**config.mk**
```make
export PLATFORM = sky130hd
export DESIGN_NAME = multicycle_control_fsm
export DESIGN_NICKNAME = d
export VERILOG_FILES = /design/src/rtl/multicycle_control_fsm.sv
export SDC_FILE = /design/constraint.sdc
export NUM_CORES = 1
export LEC_CHECK = 0
export BUFFER_PORTS_ARGS = -buffer_cell sky130_fd_sc_hd__buf_2
export CAP_MARGIN = 5
export CELL_PAD_IN_SITES_DETAIL_PLACEMENT = 2
export CELL_PAD_IN_SITES_GLOBAL_PLACEMENT = 2
export CORE_MARGIN = 2
export CORE_UTILIZATION = 30
export DETAILED_ROUTE_END_ITERATION = 8
export PLACE_DENSITY = 0.87
export RECOVER_POWER = 100
export SYNTH_ARGS = -nofsm -noshare
export SYNTH_HDL_FRONTEND = slang
export SYNTH_SLANG_ARGS = --single-unit
```
**constraint.sdc**
```tcl
create_clock -name clk -period 2.83 [get_ports clk]
set_input_delay 0.1415 -clock clk [delete_from_list [all_inputs] [get_ports clk]]
set_output_delay 0.1415 -clock clk [all_outputs]
set_load 0.01 [all_outputs]
```
**src/rtl/multicycle_control_fsm.sv**
```systemverilog
// Multicycle RV32I sequencing FSM: IF/ID/EX/MEM/WB control plus retired counter.
// Optional macro HALT_ON_ECALL_EN: ECALL with ecall_halt_req enters absorbing HALT.
module multicycle_control_fsm #(
   parameter int CNT_W = 32
) (
   input  logic             clk,
   input  logic             reset,
   input  logic [6:0]       opcode,
   input  logic             bcond,
   input  logic             ecall_halt_req,
   output logic             pc_write,
   output logic             pc_write_cond,
   output logic             pc_source,
   output logic             i_or_d,
   output logic             mem_read,
   output logic             mem_write,
   output logic             ir_write,
   output logic [1:0]       mem_to_reg,
   output logic             reg_write,
   output logic [1:0]       alu_src_a,
   output logic [1:0]       alu_src_b,
   output logic [1:0]       alu_op_signal,
   output logic             is_halted,
   output logic [CNT_W-1:0] retired_cnt
);

   localparam logic [6:0] OP_R    = 7'b0110011;
   localparam logic [6:0] OP_I    = 7'b0010011;
   localparam logic [6:0] OP_LD   = 7'b0000011;
   localparam logic [6:0] OP_ST   = 7'b0100011;
   localparam logic [6:0] OP_BR   = 7'b1100011;
   localparam logic [6:0] OP_JAL  = 7'b1101111;
   localparam logic [6:0] OP_JALR = 7'b1100111;
   localparam logic [6:0] OP_SYS  = 7'b1110011;

   typedef enum logic [2:0] {
      S_IF   = 3'd0,
      S_ID   = 3'd1,
      S_EX   = 3'd2,
      S_MEM  = 3'd3,
      S_WB   = 3'd4,
      S_HALT = 3'd5
   } state_t;

   state_t           state_q, state_d;
   logic [CNT_W-1:0] cnt_q, cnt_d;
   logic             retire;

   // bcond qualifies the PC write in the datapath; the FSM never needs it
   logic unused_ok;
   assign unused_ok = ^{bcond, ecall_halt_req};

   // state and retired counter registers
   always_ff @(posedge clk or posedge reset) begin
      if (reset) begin
         state_q <= S_IF;
         cnt_q   <= '0;
      end else begin
         state_q <= state_d;
         cnt_q   <= cnt_d;
      end
   end

   // an instruction retires on the edge that leaves it for IF or HALT
   always_comb begin
      retire = (state_q != S_IF) && (state_q != S_HALT) &&
               ((state_d == S_IF) || (state_d == S_HALT));
      cnt_d  = cnt_q + {{(CNT_W-1){1'b0}}, retire};
   end

   assign retired_cnt = cnt_q;

   // next-state and Moore control decode
   always_comb begin
      state_d       = state_q;
      pc_write      = 1'b0;
      pc_write_cond = 1'b0;
      pc_source     = 1'b0;
      i_or_d        = 1'b0;
      mem_read      = 1'b0;
      mem_write     = 1'b0;
      ir_write      = 1'b0;
      mem_to_reg    = 2'b00;
      reg_write     = 1'b0;
      alu_src_a     = 2'b00;
      alu_src_b     = 2'b00;
      alu_op_signal = 2'b00;
      is_halted     = 1'b0;
      unique case (state_q)
         S_IF: begin
            mem_read  = 1'b1;
            ir_write  = 1'b1;
            alu_src_b = 2'b01;
            pc_write  = 1'b1;
            state_d   = S_ID;
         end
         S_ID: begin
            alu_src_a = 2'b10;
            alu_src_b = 2'b10;
            state_d   = S_EX;
         end
         S_EX: begin
            state_d = S_IF;
            unique case (opcode)
               OP_R: begin
                  alu_src_a     = 2'b01;
                  alu_op_signal = 2'b10;
                  state_d       = S_WB;
               end
               OP_I: begin
                  alu_src_a     = 2'b01;
                  alu_src_b     = 2'b10;
                  alu_op_signal = 2'b10;
                  state_d       = S_WB;
               end
               OP_LD, OP_ST: begin
                  alu_src_a     = 2'b01;
                  alu_src_b     = 2'b10;
                  alu_op_signal = 2'b10;
                  state_d       = S_MEM;
               end
               OP_BR: begin
                  alu_src_a     = 2'b01;
                  alu_op_signal = 2'b01;
                  pc_write_cond = 1'b1;
                  pc_source     = 1'b1;
               end
               OP_JAL: begin
                  pc_write   = 1'b1;
                  pc_source  = 1'b1;
                  reg_write  = 1'b1;
                  mem_to_reg = 2'b10;
               end
               OP_JALR: begin
                  alu_src_a     = 2'b01;
                  alu_src_b     = 2'b10;
                  alu_op_signal = 2'b10;
                  pc_write      = 1'b1;
                  reg_write     = 1'b1;
                  mem_to_reg    = 2'b10;
               end
`ifdef HALT_ON_ECALL_EN
               OP_SYS: begin
                  if (ecall_halt_req) state_d = S_HALT;
               end
`endif
               default: ;
            endcase
         end
         S_MEM: begin
            i_or_d = 1'b1;
            if (opcode == OP_LD) begin
               mem_read = 1'b1;
               state_d  = S_WB;
            end else begin
               mem_write = (opcode == OP_ST);
               state_d   = S_IF;
            end
         end
         S_WB: begin
            reg_write  = 1'b1;
            mem_to_reg = (opcode == OP_LD) ? 2'b01 : 2'b00;
            state_d    = S_IF;
         end
         S_HALT: begin
`ifdef HALT_ON_ECALL_EN
            is_halted = 1'b1;
            state_d   = S_HALT;
`else
            state_d   = S_IF;
`endif
         end
         default: state_d = S_IF;
      endcase
   end

endmodule
```
==> results.md, run 1 <==
- The flow ran to the end, but the final reports show violations.
- The final reports fail on max-capacitance violations, max-slew violations.
- The remaining design rule violation count is 0.
- The tool flagged a number of max-cap violations equal to 1.
- Routability-driven placement finished with a final weighted congestion of 0.762.
- The measured slew at the worst slew-check pin is 1.88 ns.
- The total area inside the core boundary comes to 5920 µm².
- STA classifies the critical path endpoint as an output pin.
- Setup violations remaining at the end of the flow were counted as 0.
- The total overflow left after global routing is 0.
- The final count of pins violating max slew is 36.
- The most common flop cell mapped by yosys is dfrtp_1.
- The routed layout has 1,529 vias.
- The largest incremental delay on the critical path is 0.73 ns.
- The DRC marker count from the first detailed-route iteration is 45.
- The number of hold violations in the final report is 0.
- The filler-free cell count of the finished design is 306.
- The cell row count is 28.
- The post-layout minimum cycle time is 2.59 ns.
- The vertical extent of the die is 82.3 µm.
- In this run the power density over the cells is 640 nW/µm².
- Compared with the post-synthesis result, the final layout area differs by 18.7%.
- In the final layout, the share of cells above drive strength 1 is 0.113.
- The final design area excluding fillers is 2180 µm².
- STA classifies the critical path startpoint as a flip-flop.
- The clock tree from TritonCTS is done.
- The number of diodes added for antenna fixing is 0.
- The iteration count of the initial detailed-routing pass is 4.
- The number of enable-type register cells in the synthesized netlist is 0.
- The overall global routing resource usage is 0.159.
- The warning count from the yosys run is 0.
- The depth of the worst register-to-register path is 7.
- The count of buffers inserted at the top-level ports is 56.
- Dividing the final minimum period by the clock period gives 0.916.
- The tightest slew margin relative to the limit is -0.256.
- The number of top-level design ports is 60.
- The number of gates resized after CTS was 0.
- For this run, the register share of the synthesized area comes to 0.477.
- Entering global routing, the biggest net connects 36 pins.
- The via count of the first global-routing pass was 1,638.
- Of all nets on the critical path, the largest fanout is 11.
- For the worst setup path, the data required time is 2.69 ns.
- The average instance area after synthesis is 10.6 µm².
- In this run, placement finished with an instance count of 297.
- The post-CTS repair timing setup buffer count is 0.
- Summed over all layers, the routed wires come to 4990 µm.
- The total standard cell area after synthesis is 1840 µm².
- The effective utilization at floorplan is 0.310.
- The critical setup path kind is reg2out.
- In this run the critical register-to-register path is captured at retired_cnt[23].
- For the worst setup path, the data arrival time is 2.45 ns.
- The first-pass GRT wire length is 8300 µm.
- The worst min-delay path class is in2reg.
- The post-synthesis net count is 186.
- The reg2reg setup slack is 0.34 ns.
- The number of sinks handled by clock tree synthesis is 35.
- The area enclosed by the die boundary is 6770 µm².
- Synthesis produced a netlist whose cell count is 173.
- Walking the worst path, the cells encountered are or3b_1, a2111oi_0, nand2_2, a21oi_1, buf_2.
- For the worst-skew pair, the clock arrives at the later sink with an insertion delay of 0.28 ns.
- The H-tree was split into 2 levels.
- The leakage power is 0.929 nW.
- The clock tree skew after final layout is 0.00459 ns.
- CTS placed an instance of clkbuf_8 at the clock tree root.
- Clock-pin slew was measured on the worst setup and hold paths at 0.07 ns.
- The count of nets after finishing is 243.
- The highest attainable clock frequency is 386 MHz.
- The placed cell area is 2180 µm².
- Tracing the worst setup path back leads to its startpoint at state_q[2].
- The critical path ends at alu_src_b[1].
- VDD sags by at most 0.239 mV.
- Setup repair after global routing left no endpoint under its margin.
- The slowest stage of the critical path belongs to the cell a2111oi_0.
- The number of antenna violations at the first check in global routing is 0.
- The worst register-to-register path begins at state_q[1].
- The width of the chip is 82.3 µm.
- For this run, asynchronously set or reset flops after synthesis account for 1.00.
- After detailed routing, the number of vias per cell comes to 5.00.
- The deepest clock path buffer count is 2.
- Buffers inserted during clock tree synthesis total 5.
- The placed wire-length estimate after detailed placement is 3720 µm.
- The number of unique standard cell types used by synthesis is 45.
- The number of synthesized register bits is 35.
- The summed negative setup slack over all endpoints is 0 ns.
- The remaining antenna violation count after routing is 0.
- The routed wirelength normalized by instance count is 16.3 µm.
[critical path: cells and delay by family (launching register included)]
kind                   cells  cell delay, ns
AO/OA/AOI/OAI              2            0.90
AND/OR/NAND/NOR            2            0.62
flip-flops                 1            0.51
buffers and inverters      1            0.15
[worst min path at each step]
stage / startpoint / to / depth (start not counted)
final: opcode[4] / state_q[0] / 4
after CTS: opcode[4] / state_q[0] / 4
after detailed placement: reset / retired_cnt[0] / 3
after floorplan: reset / retired_cnt[0] / 1
after global routing: opcode[4] / state_q[0] / 4
after global placement: reset / retired_cnt[1] / 3
[sequential cells by signal, indices dropped and copies added, names as in the netlist]
signal       flops
state_q          3
retired_cnt     32
[routing by layer]
metal  vias up  track usage  routed length, µm
met1       765        0.190               2170
li1        717            -                  -
met5         -            0                  0
met4         0       0.0350                 19
met3         2       0.0283                220
met2        45        0.294               2580
[logic make-up after synthesis]
kind of cell               synth area share
AOI/OAI and AO/OA                    0.0558
and+or+nand+nor                       0.268
xor gates and xnor gates              0.148
adders and majority gates            0.0136
other                               0.00204
DFF                                   0.477
buffers and inverters                0.0368
[layout make-up]
| cell class | instances | area (µm²) |
|---|---|---|
| inverter | 5 | 18.8 |
| multi-input combinational | 124 | 850 |
| fill | 702 | 3740 |
| timing repair buffer | 59 | 244 |
| clock buffer | 8 | 100 |
| sequential | 35 | 876 |
| tap | 75 | 93.8 |
[through the flow]
step           total power [mW]   util  hold WS, ns  worst slack, ns
5_1_grt                    1.49  0.369        0.266           0.0790
2_1_floorplan             0.891      -        0.296            0.569
3_3_place_gp               1.03  0.368        0.270            0.270
4_1_cts                    1.45  0.387        0.245            0.317
6_report                   1.40  0.369        0.257            0.237
3_5_place_dp               1.05  0.368        0.277            0.220
[cells in the mapped netlist, drive strengths merged, types with 3 or more instances]
cell type | count | area [µm²]
nand2b | 3 | 26.3
nand2 | 10 | 40.0
inv | 5 | 18.8
and4 | 4 | 35.0
and3 | 5 | 31.3
nand4 | 12 | 81.3
or2 | 3 | 18.8
buf | 6 | 37.5
nor2 | 11 | 46.3
xnor2 | 24 | 210
a21oi | 4 | 23.8
nor3 | 5 | 30.0
clkbuf | 3 | 11.3
xor2 | 7 | 61.3
nand3 | 12 | 60.1
nor4 | 4 | 46.3
dfrtp | 35 | 876
[repair_timing]
item | 4_1_cts | 5_1_grt
hold buffers | 1 | 0
endpoints found under the setup margin | 0 | 0
hold endpoints to repair | 35 | 0
[layout by cell type, fill, tap and decap left out, types with 2 or more instances in the layout]
master    Yosys  routed
and3_1        5       5
xor2_1        7       7
and2_1        2       2
and4_1        4       4
ha_1          2       2
inv_1         4       4
nor4_1        2       2
nor2_1        9      11
a21oi_1       3       4
nand2_1       9       9
nor3_1        4       5
nand4_1      11      11
clkbuf_1      3      48
nand3_1      12      12
clkbuf_8      0       7
buf_2         3      10
xnor2_1      24      24
nor4_2        1       2
dfrtp_1      35      35
or3_1         2       2
nand2b_1      2       2
[report_power, final]
| part | internal, mW | leakage [nW] | switching [mW] |
|---|---|---|---|
| sequential | 0.565 | 0.467 | 0.0990 |
| clock | 0.222 | 0.0515 | 0.171 |
| combinational | 0.135 | 0.410 | 0.205 |
Note: power is estimated with default switching activity, not from simulation.
==> run 2, diff against run 1 <==
Settings changed: CORE_ASPECT_RATIO set to 1.5.
==> run 2 against run 1 <==
- the run still ends with max-capacitance violations, max-slew violations left
- flip-flop and latch count unchanged
- via count up 0.26%
- non-clock buffer count is 1 higher
- cell count decreased by 0.65%
- cell area rose by 1.1%
- critical path type unchanged
- critical endpoint unchanged
==> results.md, run 2 (synthesis gave the netlist of run 1 again) <==
- The count of buffers inserted at the top-level ports is 56 (unchanged).
- The share of the clock period used by the worst path after layout is 0.930 (was 0.916).
- The largest incremental delay on the critical path came to 0.74 ns (was 0.73 ns).
- The tightest slew margin relative to the limit is -0.309 (was -0.256).
- The vertical extent of the die came to 99.9 µm (was 82.3 µm).
- The remaining design rule violation count is 0 (unchanged).
- The cell row count came to 34 (was 28).
- The deepest clock path buffer count is 2 (unchanged).
- The summed negative setup slack over all endpoints is 0 ns (unchanged).
- The number of buffers and inverters on the critical path is 1 (unchanged).
- The clock tree from TritonCTS is done (unchanged).
- The number of setup violations in the final report is 0 (unchanged).
- The measured slew at the worst slew-check pin came to 1.96 ns (was 1.88 ns).
- The iteration count of the initial detailed-routing pass is 3 (was 4).
- The number of buffers created by CTS is 5 (unchanged).
- The leakage power is 0.945 nW (was 0.929 nW).
- The critical path capture point type is an output pin (unchanged).
- The standard cell with the maximum stage delay on the critical path is a2111oi_0 (unchanged).
- The number of hold violations in the final report came to 0 (unchanged).
- The data arrival time of the worst path is 2.49 ns (was 2.45 ns).
- The placed wire-length estimate after detailed placement is 3680 µm (was 3720 µm).
- The maximum fanout along the worst path came to 11 (unchanged).
- The total global routing overflow is 0 (unchanged).
- Cell-by-cell listing of the critical path: or3b_1, a2111oi_0, nand2_2, a21oi_1, buf_2 (unchanged).
- The count of nets after finishing is 244 (was 243).
- The largest net degree at the start of global routing was 36 (unchanged).
- The area enclosed by the die boundary is 6780 µm² (was 6770 µm²).
- The count of cells resized by post-cts repair is 0 (unchanged).
- The number of top-level design ports came to 60 (unchanged).
- The post-layout minimum cycle time is 2.63 ns (was 2.59 ns).
- The routed wirelength normalized by instance count came to 16.5 µm (was 16.3 µm).
- The number of sinks handled by clock tree synthesis was 35 (unchanged).
- The dominant delay contributor by cell family on the critical path was compound AO/OA/AOI/OAI gates (unchanged).
- The worst min-delay path class is in2reg (unchanged).
- The multi-input combinational cell area is 852 µm² (was 850 µm²).
- Commonest cells after routing, fill and taps aside: clkbuf_1, dfrtp_1, xnor2_1 (unchanged).
- The required time at the worst-slack endpoint is 2.69 ns (about the same).
- The worst ir drop on vdd is 0.259 mV (was 0.239 mV).
- The clock latency on the worst-skew pair is 0.29 ns (was 0.28 ns).
- The width of the chip is 67.9 µm (was 82.3 µm).
- The global placer's final weighted congestion is 0.689 (was 0.762).
- The area inside the core boundary is 5870 µm² (was 5920 µm²).
- The most frequent standard cell in the layout excluding fill and tap cells is clkbuf_1 (unchanged).
- The H-tree depth reported by CTS was 2 (unchanged).
- The total of max-cap violations is 1 (unchanged).
- The synthesis-to-finish area growth was 20.1% (was 18.7%).
- The via count of the first global-routing pass is 1,662 (was 1,638).
- The final count of pins violating max slew is 36 (unchanged).
- The critical setup path kind is reg2out (unchanged).
- The overall routed net length is 5020 µm (was 4990 µm).
- The first-pass GRT wire length is 8290 µm (was 8300 µm).
- The register area is 876 µm² (unchanged).
- The effective utilization at floorplan is 0.313 (was 0.310).
- The clock tree skew after final layout is 0.00539 ns (was 0.00459 ns).
- The number of diodes added for antenna fixing is 0 (unchanged).
- The root buffer selected by CTS is clkbuf_8 (unchanged).
- The number of fill cells in the layout is 673 (was 702).
- The reg2reg setup slack is 0.31 ns (was 0.34 ns).
- The worst hold slack after final layout is 0.233 ns (was 0.257 ns).
- The kind of start point of the critical path is a flip-flop (unchanged).
- The DRC marker count from the first detailed-route iteration came to 82 (was 45).
- Failing checks: max-capacitance violations, max-slew violations (unchanged).
- The remaining antenna violation count after routing is 0 (unchanged).
- The routed via count divided by cell count is 5.04 (was 5.00).
- The number of flip-flops in the largest register is 32 (unchanged).
- The share of post-route cells with drive strength above 1 was 0.129 (was 0.113).
- The clock transition at the registers of the reported paths came to 0.07 ns (about the same).
- Unrepaired setup endpoints after global routing: no (unchanged).
- The highest attainable clock frequency was 380 MHz (was 386 MHz).
- The total power consumption of the routed design came to 1.47 mW (was 1.40 mW).
- The number of antenna violations at the first check in global routing came to 0 (unchanged).
- The total power divided by cell area was 664 nW/µm² (was 640 nW/µm²).
- The total via count after detailed routing is 1,533 (was 1,529).
- The overall global routing resource usage is 0.157 (was 0.159).
- Outcome: finished with violations (unchanged).
[run 2: changes by cell type in the layout (fill, tap and decap cells not counted), sizes merged]
| cell | change |
|---|---|
| buf | +2 |
| bufinv | +1 |
| clkbuf | -3 |
| clkinv | +1 |
[run 2: worst register-to-register path, delay by kind of cell, from the launching register on]
kind                       cells  cell delay [ns]
AOI/OAI and AO/OA              2             0.32
xor gates and xnor gates       1             0.18
adders and majority gates      2             0.40
DFF                            1             0.57
and+or+nand+nor                3             0.97
[run 2: area by class of cell]
cell class                 count  share of cell area
clock inverter                 2              0.0159
timing repair buffer          60               0.115
tap                           72              0.0408
sequential                    35               0.397
multi-input combinational    124               0.386
clock buffer                   6              0.0374
inverter                       5             0.00850
[run 2: repair_timing]
item | 4_1_cts | 5_1_grt
endpoints found under the hold margin | 35 | 0
setup buffers | 0 | 0
hold buffers | 1 | 0
[run 2: routing by layer]
layer,share of wire,track usage
met1,0.39,0.172
met5,0,0
met4,0.015,0.0508
met2,0.55,0.302
met3,0.037,0.0179
[run 2: final timing paths]
| check | start | endpoint | cells after the start |
|---|---|---|---|
| max | state_q[0] | alu_src_b[1] | 5 |
| min | opcode[4] | state_q[0] | 4 |
| max reg2reg | state_q[0] | retired_cnt[10] | 8 |
| min reg2reg | retired_cnt[28] | retired_cnt[28] | 1 |
| max in group asynchronous | reset | retired_cnt[29] | 4 |
| min in group asynchronous | reset | retired_cnt[3] | 4 |
[run 2: metrics by stage]
stage / utilization / worst slack [ns] / cells / cell area (µm²)
final: 0.376 / 0.198 / 304 / 2210
after floorplan: - / 0.569 / 173 / 1840
after CTS: 0.393 / 0.249 / 304 / 2310
after global routing: 0.376 / 0.0368 / 304 / 2210
after global placement: 0.372 / 0.359 / 295 / 2180
after detailed placement: 0.372 / 0.273 / 295 / 2180
[run 2: report_power, final]
part,switching (mW),internal (mW)
clock,0.186,0.285
sequential,0.0967,0.564
combinational,0.200,0.135
total,0.483,0.984
==> run 3, diff against run 2 <==
Settings changed: BUFFER_PORTS_ARGS -buffer_cell sky130_fd_sc_hd__buf_2 to -buffer_cell sky130_fd_sc_hd__buf_4, CELL_PAD_IN_SITES_DETAIL_PLACEMENT 2 to 1.
Clock period 2.83 ns to 2.57 ns, I/O delays scaled along.
==> run 3 against run 2 <==
- highest routed layer unchanged
- clock skew is 0.0014 ns lower
- largest power group unchanged
- die area stayed put
- clock power is 16% lower
- global-route usage is 2.3 points lower
- flip-flop and latch count stayed put
- the run now ends clean
- routed wire length is 13% lower
- critical path depth is 1 lower
- largest cell class is now multi-input gates
- first-iteration DRC count is 46% lower
- worst hold slack worse by 0.040 ns
==> results.md, run 3 (synthesis gave the netlist of run 1 again) <==
- The total global routing overflow was 0 (unchanged).
- Commonest cells after routing, fill and taps aside: clkbuf_1, dfrtp_1, xnor2_1 (unchanged).
- The first-pass GRT wire length is 6990 µm (was 8290 µm).
- The kind of start point of the critical path is a flip-flop (unchanged).
- The cell depth of the worst min-delay path came to 4 (unchanged).
- The remaining antenna violation count after routing is 0 (unchanged).
- The worst min-delay path class was in2reg (unchanged).
- The clock transition at the registers of the reported paths is 0.06 ns (was 0.07 ns).
- The met1 track utilization from global routing is 0.147 (was 0.172).
- The synthesis-to-finish area growth is 22.5% (was 20.1%).
- The clock tree from TritonCTS is done (unchanged).
- Of the available clock period, the critical path in the final layout requires 0.904.
- The number of buffers created by CTS is 5 (unchanged).
- The effective utilization at floorplan is 0.313 (unchanged).
- The highest-utilization routing layer at the global route stage is met2 (unchanged).
- The leakage power is 0.953 nW (was 0.945 nW).
- The startpoint of the worst-slack reg-to-reg timing path is state_q[0] (unchanged).
- The maximum fanout along the worst path is 11 (unchanged).
- The placed wire-length estimate after detailed placement is 3340 µm (was 3680 µm).
- The endpoint of the lowest-slack register-to-register path was retired_cnt[16] (was retired_cnt[10]).
- The number of antenna violations at the first check in global routing is 0 (unchanged).
- The area enclosed by the die boundary is 6780 µm² (unchanged).
- The clock tree skew after final layout is 0.00397 ns (was 0.00539 ns).
- The total of max-cap violations is 0 (was 1).
- The highest attainable clock frequency is 431 MHz.
- The count of nets after finishing is 247 (was 244).
- The depth of the worst register-to-register path came to 8 (unchanged).
- The share of post-route cells with drive strength above 1 is 0.141 (was 0.129).
- The iteration count of the initial detailed-routing pass is 4 (was 3).
- Unrepaired setup endpoints after global routing: no (unchanged).
- The number of setup violations in the final report was 0 (unchanged).
- The final count of pins violating max slew is 0 (was 36).
- The number of sinks handled by clock tree synthesis is 35 (unchanged).
- The width of the chip was 67.9 µm (unchanged).
- The hold path startpoint is opcode[4] (unchanged).
- The total via count after detailed routing is 1,480 (was 1,533).
- The DRC marker count from the first detailed-route iteration is 44 (was 82).
- The critical setup path kind was reg2out (unchanged).
- The root buffer selected by CTS is clkbuf_8 (unchanged).
- The post-CTS repair timing setup buffer count is 0 (unchanged).
- The number of diodes added for antenna fixing is 0 (unchanged).
- The most frequent standard cell in the layout excluding fill and tap cells is clkbuf_1 (unchanged).
- The filler-free cell count of the finished design is 306 (was 304).
- The deepest clock path buffer count is 2 (unchanged).
- The data arrival time of the worst path came to 2.19 ns (was 2.49 ns).
- The vertical extent of the die is 99.9 µm (unchanged).
- The required time at the worst-slack endpoint is 2.44 ns (was 2.69 ns).
- The summed negative setup slack over all endpoints is 0 ns (unchanged).
- The beginning of the critical path is state_q[2] (was state_q[0]).
- Outcome: finished clean (was finished with violations).
- The global routing met3 resource utilization came to 0.0258 (was 0.0179).
- The global placer's final weighted congestion is 0.712 (was 0.689).
- The largest net degree at the start of global routing is 36 (unchanged).
- The overall routed net length is 4370 µm (was 5020 µm).
- The tightest slew margin relative to the limit is 0.414 (was -0.309).
- The capture endpoint of the worst hold path is state_q[0] (unchanged).
- The number of top-level design ports is 60 (unchanged).
- The routed wirelength normalized by instance count is 14.3 µm (was 16.5 µm).
- The area inside the core boundary is 5870 µm² (unchanged).
- The count of buffers inserted at the top-level ports came to 56 (unchanged).
- The critical path capture point type is an output pin (unchanged).
- The worst ir drop on vdd is 0.345 mV (was 0.259 mV).
- The remaining design rule violation count is 0 (unchanged).
- The H-tree depth reported by CTS is 2 (unchanged).
- The cell row count is 34 (unchanged).
- The smallest clock period supported by the final layout is computed as 2.32 ns.
- The measured slew at the worst slew-check pin was 0.879 ns (was 1.96 ns).
- The routed via count divided by cell count is 4.84 (was 5.04).
- The number of flip-flops in the largest register is 32 (unchanged).
- The number of fill cells in the layout is 744 (was 673).
- The met2 demand-to-capacity share in global routing came to 0.245 (was 0.302).
- The via count of the first global-routing pass is 1,473 (was 1,662).
- The reg2reg setup slack is 0.33 ns (was 0.31 ns).
- The total instance count after detailed placement is 298 (was 295).
- The number of hold violations in the final report is 0 (unchanged).
- The overall global routing resource usage is 0.135 (was 0.157).
- The total power divided by cell area is 678 nW/µm² (was 664 nW/µm²).
- The clock latency on the worst-skew pair came to 0.29 ns (about the same).
run 3: worst max-delay path: stages, from the launching register on:
cell      delay [ns]
dfrtp_1         0.50
or3b_1          0.57
or3_1           0.41
nor3_1          0.25
clkbuf_1        0.18
run 3: repair_timing:
action                                 4_1_cts  5_1_grt
hold buffers                                 1        0
gates resized for setup                      0        0
endpoints found under the hold margin       35        0
run 3: area by class of cell:
| class | count | area (µm²) | area share |
|---|---|---|---|
| clock buffers | 6 | 82.6 | 0.0367 |
| clock inverters | 1 | 5.00 | 0.00222 |
| inverters | 5 | 18.8 | 0.00833 |
| multi-input cells | 124 | 880 | 0.391 |
| flip-flops and latches | 35 | 876 | 0.389 |
| well taps | 72 | 90.1 | 0.0400 |
| repair buffers | 63 | 300 | 0.133 |
run 3: power by group:
| part | leakage [nW] | internal (mW) | switching (mW) |
|---|---|---|---|
| Sequential | 0.467 | 0.622 | 0.0830 |
| Clock | 0.0470 | 0.210 | 0.186 |
| Combinational | 0.439 | 0.177 | 0.249 |
run 3: stage by stage:
stage	hold slack [ns]	power [mW]	cell area, µm²	setup slack, ns	utilization
2_1_floorplan	0.283	0.981	1840	0.322	-
3_3_place_gp	0.265	1.23	2340	0.185	0.399
3_5_place_dp	0.267	1.24	2340	0.145	0.399
4_1_cts	0.180	1.65	2440	0.275	0.416
5_1_grt	0.213	1.63	2250	0.138	0.384
6_report	0.193	1.53	2250	0.247	0.384
run 3: metal layers:
| metal | wire (µm) | up-vias |
|---|---|---|
| li1 | - | 720 |
| met1 | 1760 | 706 |
| met2 | 2310 | 48 |
| met3 | 223 | 6 |
| met4 | 75 | 0 |
| met5 | 0 | - |
run 3: worst max path at each step:
| stage | end | slack, ns | cells past startpoint |
|---|---|---|---|
| 4_1_cts | alu_src_b[1] | 0.28 | 5 |
| 5_1_grt | pc_write_cond | 0.14 | 4 |
| 3_3_place_gp | retired_cnt[28] | 0.19 | 12 |
| 6_report | pc_write_cond | 0.25 | 4 |
| 3_5_place_dp | retired_cnt[30] | 0.15 | 12 |
| 2_1_floorplan | retired_cnt[10] | 0.32 | 11 |
